## config.mk

```make
export PLATFORM = sky130hd
export DESIGN_NAME = shift_sequencer
export DESIGN_NICKNAME = d
export VERILOG_FILES = /design/src/rtl/shift_seq_pkg.sv /design/src/rtl/shift_stage.sv /design/src/rtl/shift_sequencer.sv
export SDC_FILE = /design/constraint.sdc
export NUM_CORES = 1
export LEC_CHECK = 0
export ABC_AREA = 1
export ABC_CLOCK_PERIOD_IN_PS = 2550
export BUFFER_PORTS_ARGS = -buffer_cell sky130_fd_sc_hd__buf_4
export CORE_UTILIZATION = 53
export DETAILED_ROUTE_END_ITERATION = 10
export PLACE_DENSITY = 0.73
export SLEW_MARGIN = 20
export SYNTH_ARGS = -nofsm -noshare
export SYNTH_HDL_FRONTEND = slang
export SYNTH_HIERARCHICAL = 1
export SYNTH_SLANG_ARGS = --single-unit
```

## constraint.sdc

```tcl
create_clock -name clk -period 2.55 [get_ports clk]
set_input_delay 0.51 -clock clk [delete_from_list [all_inputs] [get_ports clk]]
set_output_delay 0.51 -clock clk [all_outputs]
set_load 0.02 [all_outputs]
```

## src/rtl/shift_seq_pkg.sv

```systemverilog
// Shared constants for the shift sequencer: widths, op codes, FSM states,
// plus a helper that finds the next set count bit below a stage limit.
package shift_seq_pkg;

    localparam int DATA_W = 16;
    localparam int CNT_W  = 4;

    localparam logic [1:0] OP_ROL = 2'b00;
    localparam logic [1:0] OP_SLL = 2'b01;
    localparam logic [1:0] OP_ROR = 2'b10;
    localparam logic [1:0] OP_SRL = 2'b11;

    localparam logic [1:0] ST_IDLE = 2'd0;
    localparam logic [1:0] ST_RUN  = 2'd1;
    localparam logic [1:0] ST_DONE = 2'd2;

    // Returns {found, index} of the highest set bit of cnt strictly below lim.
    function automatic logic [2:0] hi_bit_below(
        input logic [CNT_W-1:0] cnt,
        input logic [2:0]       lim
    );
        logic [2:0] r;
        r = 3'b000;
        for (int i = 0; i < CNT_W; i++) begin
            if ((3'(i) < lim) && cnt[i]) begin
                r = {1'b1, 2'(i)};
            end
        end
        return r;
    endfunction

endpackage

```

## src/rtl/shift_stage.sv

```systemverilog
// Combinational single stage: shift/rotate data_i by 2^k_i per op_i when en_i.
// Ports: data_i, op_i, k_i, en_i in; data_o out.
module shift_stage
    import shift_seq_pkg::*;
(
    input  logic [DATA_W-1:0] data_i,
    input  logic [1:0]        op_i,
    input  logic [1:0]        k_i,
    input  logic              en_i,
    output logic [DATA_W-1:0] data_o
);

    logic [4:0]          sh;
    logic [2*DATA_W-1:0] dd;
    logic [2*DATA_W-1:0] rot_l;
    logic [2*DATA_W-1:0] rot_r;
    logic [DATA_W-1:0]   res;

    always_comb begin
        sh    = 5'd1 << k_i;
        dd    = {data_i, data_i};
        // Rotates fall out of shifting the doubled word.
        rot_l = dd << sh;
        rot_r = dd >> sh;
        res   = data_i;
        unique case (op_i)
            OP_ROL:  res = rot_l[2*DATA_W-1:DATA_W];
            OP_SLL:  res = data_i << sh;
            OP_ROR:  res = rot_r[DATA_W-1:0];
            OP_SRL:  res = data_i >> sh;
            default: res = data_i;
        endcase
        data_o = en_i ? res : data_i;
    end

endmodule

```

## src/rtl/shift_sequencer.sv

```systemverilog
// Multi-cycle barrel shifter: one 2^k stage per RUN cycle, valid/ready I/O.
// Ports: clk, rst, in_valid/in_ready/in_data/in_cnt/in_op, out_valid/out_ready/out_data, busy. Macro: ZERO_SKIP_EN.
module shift_sequencer
    import shift_seq_pkg::*;
(
    input  logic              clk,
    input  logic              rst,
    input  logic              in_valid,
    output logic              in_ready,
    input  logic [DATA_W-1:0] in_data,
    input  logic [CNT_W-1:0]  in_cnt,
    input  logic [1:0]        in_op,
    output logic              out_valid,
    input  logic              out_ready,
    output logic [DATA_W-1:0] out_data,
    output logic              busy
);

    logic [1:0]        state_q, state_d;
    logic [DATA_W-1:0] acc_q, acc_d;
    logic [CNT_W-1:0]  cnt_q, cnt_d;
    logic [1:0]        op_q, op_d;
    logic [1:0]        k_q, k_d;
    logic [DATA_W-1:0] stage_out;
`ifdef ZERO_SKIP_EN
    logic [2:0]        nb;
`endif

    shift_stage u_stage (
        .data_i (acc_q),
        .op_i   (op_q),
        .k_i    (k_q),
        .en_i   (cnt_q[k_q]),
        .data_o (stage_out)
    );

    always_comb begin
        state_d = state_q;
        acc_d   = acc_q;
        cnt_d   = cnt_q;
        op_d    = op_q;
        k_d     = k_q;
`ifdef ZERO_SKIP_EN
        nb      = 3'b000;
`endif
        unique case (state_q)
            ST_IDLE: begin
                if (in_valid) begin
                    acc_d = in_data;
                    cnt_d = in_cnt;
                    op_d  = in_op;
`ifdef ZERO_SKIP_EN
                    nb = hi_bit_below(in_cnt, 3'd4);
                    if (nb[2]) begin
                        k_d     = nb[1:0];
                        state_d = ST_RUN;
                    end else begin
                        state_d = ST_DONE;
                    end
`else
                    k_d     = 2'd3;
                    state_d = ST_RUN;
`endif
                end
            end
            ST_RUN: begin
                acc_d = stage_out;
`ifdef ZERO_SKIP_EN
                nb = hi_bit_below(cnt_q, {1'b0, k_q});
                if (nb[2]) begin
                    k_d = nb[1:0];
                end else begin
                    state_d = ST_DONE;
                end
`else
                if (k_q == 2'd0) begin
                    state_d = ST_DONE;
                end else begin
                    k_d = k_q - 2'd1;
                end
`endif
            end
            ST_DONE: begin
                if (out_ready) begin
                    state_d = ST_IDLE;
                end
            end
            default: state_d = ST_IDLE;
        endcase
    end

    always_ff @(posedge clk) begin
        if (rst) begin
            state_q <= ST_IDLE;
            acc_q   <= '0;
            cnt_q   <= '0;
            op_q    <= OP_ROL;
            k_q     <= 2'd0;
        end else begin
            state_q <= state_d;
            acc_q   <= acc_d;
            cnt_q   <= cnt_d;
            op_q    <= op_d;
            k_q     <= k_d;
        end
    end

    assign in_ready  = (state_q == ST_IDLE);
    assign out_valid = (state_q == ST_DONE);
    assign busy      = (state_q != ST_IDLE);
    assign out_data  = acc_q;

endmodule

```

# --- Word level (Yosys, flattened, before mapping) ---
# Cells that the tools add are included.
# W data, S select, Z words.
word_totals:
  latch_bits: 0
  rom_bits: 0
  elab_cells: 44
  register_bits: 26
  ramBits: 0
  memories: 0
classes:
  mux: 13
  eq_ne: 10
  multipliers: 0
  magnitude_cmp: 1
  add_sub_neg: 1
  n_reduce_logical: 9
  n_shift: 5
  bitwise_logic: 0
  div_mod_pow: 0
ops:
  columns: ["op", "n"]
  rows:
  - ["$pmux W16 S4", 1]
  - ["$mux W16", 2]
  - ["$pmux W16 S2", 1]
  - ["$shl A32 B5 Y32", 1]
  - ["$shr A32 B5 Y16", 1]
  - ["$shl A16 B5 Y16", 1]
  - ["$shr A16 B5 Y16", 1]
  - ["$mux W2", 5]
  - ["$reduce_and A3 Y1", 3]
  - ["$eq A2 B2 Y1 const B", 3]
  - ["$logic_not A2 Y1", 3]
  - ["$ne A2 B2 Y1 const B", 3]
  - ["$pmux W2 S3", 1]
  - ["$shl A1 B2 Y5 const A", 1]
  - ["$eq A2 B1 Y1 const B", 2]
  - ["$ne A2 B1 Y1 const B", 2]
  - ["$pmux W2 S2", 1]
  - ["$reduce_bool A2 Y1", 2]
  - ["$lt A2 B3 Y1 const B", 1]
  - ["$bmux W1 S2", 1]
  - ["$reduce_and A2 Y1", 1]
  - ["$sub A2 B1 Y2 const B", 1]
  - ["$mux W1", 1]

# --- Longest topological paths before layout ---
logic_depth:
  depth_word: 5
  mapped_depth: 17

# --- Hierarchy ---
# The synthesis kept the hierarchy.
modules_own_cells:
  columns: ["mod", "cells_per_inst", "seq_area_each_um2", "instances", "area_each_um2"]
  rows:
  - ["shift_stage", 412, 0.0, 1, 1774.2]
  - ["shift_sequencer", 216, 520.5, 1, 1431.4]

# --- Least setup slack after synthesis ---
# Ideal clock, no wire load.
synth_path:
  path_type: "register to register"
  startpoint: "register k_q[1]"
  endpoint: "register acc_q[1] (netlist: out_data[1])"
  setup_time_ns: 0.112
  slack_ns: 0.647
  required_time_ns: 2.438
  t_arrival_ns: 1.790
  synth_period_minus_slack_ns: 1.903
  path_stages_with_launch: 16
  cell_sequence: "dfxtp_1 -> inv_1 -> nor2_1 -> o21ai_0 -> o21ai_0 -> clkbuf_1 -> inv_1 -> a31oi_1 -> o21ai_0 -> nand3b_1 -> nand2_1 -> inv_1 -> nand3_1 -> nand2_1 -> nor2_1 -> nor2_2"
synth_via:
  elab_chain_cells: 5
synth_rtl:
  columns: ["item", "line_no", "rtl"]
  rows:
  - ["start: declaration", "shift_sequencer.sv:23", "logic [1:0] k_q, k_d;"]
  - ["start signal: assignment", "shift_sequencer.sv:104", "k_q <= k_d;"]
  - ["$shl A1 B2 Y5 *", "shift_stage.sv:20", "sh = 5'd1 << k_i;"]
  - ["$shr A16 B5 Y16 (tied with other cells)", "shift_stage.sv:30", "OP_SRL: res = data_i >> sh;"]
  - ["$pmux W16 S4 *", "shift_stage.sv:26", "unique case (op_i)"]
  - ["$mux W16 *", "shift_stage.sv:33", "data_o = en_i ? res : data_i;"]
  - ["named net stage_out[1]", "shift_sequencer.sv:24", "logic [DATA_W-1:0] stage_out;"]
  - ["$pmux W16 S2 *", "shift_sequencer.sv:46", "unique case (state_q)"]
  - ["end signal: assignment", "shift_sequencer.sv:95", "acc_q <= '0;"]
  - ["end signal: assignment", "shift_sequencer.sv:101", "acc_q <= acc_d;"]
  - ["end: declaration", "shift_sequencer.sv:20", "logic [DATA_W-1:0] acc_q, acc_d;"]
# The timed path passes the listed nets; every way through them passes the cells marked *. The select of a mux whose other input is x is not followed.
# A chain may end at the register's enable or synchronous reset.

# --- Worst setup path in the final report ---
layout_path:
  startpoint: "register k_q[0]"
  endpoint: "register acc_q[14] (netlist: out_data[14])"
# The elaborated chain is that of the path after synthesis.

==> flow_metrics.env <==
export IMPL_max_cap_check_violation_count=0
export IMPL_clk_root_buffer_cell="sky130_fd_sc_hd__clkbuf_8"
export IMPL_postSynthNetCount=655
export IMPL_place_detailed_hpwl_mm=8.75
export IMPL_numClockSinks=26
export IMPL_fill_cells=578
export IMPL_synthDistinctLibCells=29
export IMPL_min_period_over_period_pct=87.4
export IMPL_power_mw=2.23
export IMPL_drt_iter0_markers=649
export IMPL_power_ir_vdd_worst_uv=384
export IMPL_route_antenna_remaining_nets=0
export IMPL_drv_slew=0
export IMPL_cts_tree="built"
export IMPL_htree_levels=1
export IMPL_netlist_top_cells_count="256 x sky130_fd_sc_hd__nand2_1, 98 x sky130_fd_sc_hd__nand3_1, 61 x sky130_fd_sc_hd__inv_1"
export IMPL_synth_most_common_cell="sky130_fd_sc_hd__nand2_1"
export IMPL_async_reset_ff_share_pct=0
export IMPL_io_buffer_count=44
export IMPL_rsz0062_at_grt="false"
export IMPL_worst_endpoint_arrival_ns=2.41
export IMPL_i_o_pins=45
export IMPL_yosys_warnings=6
export IMPL_grt_remaining_overflow=0
export IMPL_final_hold_violation_count=0
export IMPL_antenna_found_initial=0
export IMPL_post_drt_wl_per_cell_um=16.1
export IMPL_synth_largest_area_cell="sky130_fd_sc_hd__nand2_1"
export IMPL_cp_start_kind="flip-flop"
export IMPL_placeableCoreArea_um2=5680
export IMPL_sequential_to_total_area_share_from_yosys_stat_pct=16.2
export IMPL_number_of_enable_type_register_cells_in_the_synthesized_netlist=0
export IMPL_crit_path_max_fanout=16
export IMPL_synthTopCellsByArea="sky130_fd_sc_hd__nand2_1 30%, sky130_fd_sc_hd__dfxtp_1 16%, sky130_fd_sc_hd__nand3_1 15%, sky130_fd_sc_hd__inv_1 7.1%, sky130_fd_sc_hd__nor2_1 7.0%"
export IMPL_finClkSkew_ns=0.00187
export IMPL_row_count=27
export IMPL_antennaDiodeCount=0
export IMPL_worst_ep_required_ns=2.73
export IMPL_cts_hold_buffers_added=0
export IMPL_fin_nets=695
export IMPL_finalCriticalPeriod_ns=2.23
export IMPL_detail_route_first_pass_iterations=7
export IMPL_dpl_instance_area_um2=3590
export IMPL_synth_area_um2=3210
export IMPL_total_leakage_power_nw=2.04
export IMPL_insertion_delay_ns=0.28
export IMPL_postSynthAreaPerCell_um2=5.10
export IMPL_finalWirelength_mm=11.9
export IMPL_drcViolationCount=0
export IMPL_initial_utilization_pct=56.5
export IMPL_die_area_um2=6360
export IMPL_timing_slew_headroom_pct=35.4
export IMPL_power_density_cell_area_nw_per_um2=612
export IMPL_ys_ff_latch=26
export IMPL_via_count=4288
export IMPL_drt_vias_per_instance=5.80
export IMPL_globalplace_congestion=1.09
export IMPL_worstSetupEndpointType="flip-flop"
export IMPL_cts_buffers_inserted=3
export IMPL_critical_path_class="flip-flop to flip-flop"
export IMPL_layout_drive_gt1_share_pct=14.7
export IMPL_worstMarginPinSlew_ns=0.965
export IMPL_regArea_um2=520
export IMPL_pin_count_of_the_biggest_net_entering_global_routing=33
export IMPL_postLayoutCoreUtil_pct=64.2
export IMPL_synth_top_flop_cell="sky130_fd_sc_hd__dfxtp_1"
export IMPL_grt_pass1_vias=3806
export IMPL_final_setup_viol_count=0
export IMPL_achievable_frequency_ghz=0.449
export IMPL_layout_area_overhead_vs_synth_pct=13.7
export IMPL_multi_input_area_um2=2210
export IMPL_die_height_um=79.8
export IMPL_post_route_cell_area_um2=3650
export IMPL_worstHoldPathType="input pin to flip-flop"
export IMPL_yosysTopAreaCellShare_pct=30.0
export IMPL_die_w_um=79.8
export IMPL_status="finished clean"
export IMPL_setup_total_negative_slack_ns=0
export IMPL_post_cts_resize_count=0
export IMPL_hold_worst_slack_ns=0.375
export IMPL_cts_post_setup_buffers_inserted=0
export IMPL_syn_instance_count=628
export IMPL_cts_reportedPaths_clkPinSlew_ns=0.10
export IMPL_clockBufferDepth=2
export IMPL_grt_pass1_wl_mm=18.9
export IMPL_all_layer_gr_usage_pct=38.7
critical path, stage by stage (launching register included):
cell	delay (ns)
sky130_fd_sc_hd__dfxtp_1	0.54
sky130_fd_sc_hd__buf_4	0.29
sky130_fd_sc_hd__nor2_1	0.07
sky130_fd_sc_hd__nor2_1	0.08
sky130_fd_sc_hd__o21ai_0	0.08
sky130_fd_sc_hd__o21ai_1	0.12
sky130_fd_sc_hd__buf_4	0.29
sky130_fd_sc_hd__nand2_1	0.09
sky130_fd_sc_hd__inv_1	0.06
sky130_fd_sc_hd__nand3_1	0.11
sky130_fd_sc_hd__nand2_1	0.08
sky130_fd_sc_hd__inv_1	0.05
sky130_fd_sc_hd__nand3_1	0.07
sky130_fd_sc_hd__nand2_1	0.06
sky130_fd_sc_hd__nor2_1	0.12
sky130_fd_sc_hd__nor2_2	0.04
sequential cells by signal, summed over array words and instances (netlist names):
register and count:
out_data 16, cnt_q 4, op_q 2, state_q 2, k_q 2
area by class of cell:
type,instances,share of cell area [%]
multi-input combinational,502,60.7
sequential,26,14.3
timing repair buffer,69,14.2
inverter,66,6.86
tap,72,2.47
clock buffer,4,1.51
layout by cell type (no fill, tap or decap), drive strengths merged:
cell	count
a31oi	1
nor3	1
dfxtp	26
o21ai	31
ha	1
clkbuf	4
o21a	1
o211ai	3
inv	65
nand2	258
o21bai	1
nor2	77
buf	69
a21o	1
nand3	98
a21oi	20
nand4	8
nand3b	1
clkinv	1
path summary, 6_finish.rpt:
path	cells past startpoint	slack, ns	startpoint	to
hold reg to reg	2	0.49	cnt_q[3]	cnt_q[3]
setup reg to reg	15	0.32	k_q[0]	out_data[14]
hold / removal	2	0.37	rst	state_q[0]
setup / recovery	15	0.32	k_q[0]	out_data[14]
through the flow:
stage / worst slack (ns) / cells
final: 0.320 / 739
after global routing: 0.0836 / 739
after CTS: 0.372 / 739
after detailed placement: 0.400 / 735
after global placement: 0.406 / 735
after floorplan: 0.647 / 628
metal layers:
| metal | GRT usage, % | vias to the layer above | part of all wire, % |
|---|---|---|---|
| li1 | - | 2057 | - |
| met3 | 8.46 | 54 | 12 |
| met5 | 0 | - | 0 |
| met1 | 50.7 | 1868 | 40 |
| met4 | 18.2 | 0 | 4.5 |
| met2 | 60.0 | 309 | 43 |
logic make-up (layout without fill, tap and decap cells):
kind of cell	after synthesis	in the layout	synth area share [%]
buffers and inverters	100	139	14.8
AND/OR/NAND/NOR	443	443	58.7
flip-flops	26	26	16.2
adder cells (fa/ha/maj)	1	1	0.390
AO/OA/AOI/OAI	58	58	9.91
power by group:
| part | internal (mW) | switching, mW |
|---|---|---|
| clock | 0.139 | 0.148 |
| combinational | 0.481 | 0.933 |
| sequential | 0.456 | 0.0747 |
Note: power is estimated with default switching activity, not from simulation.
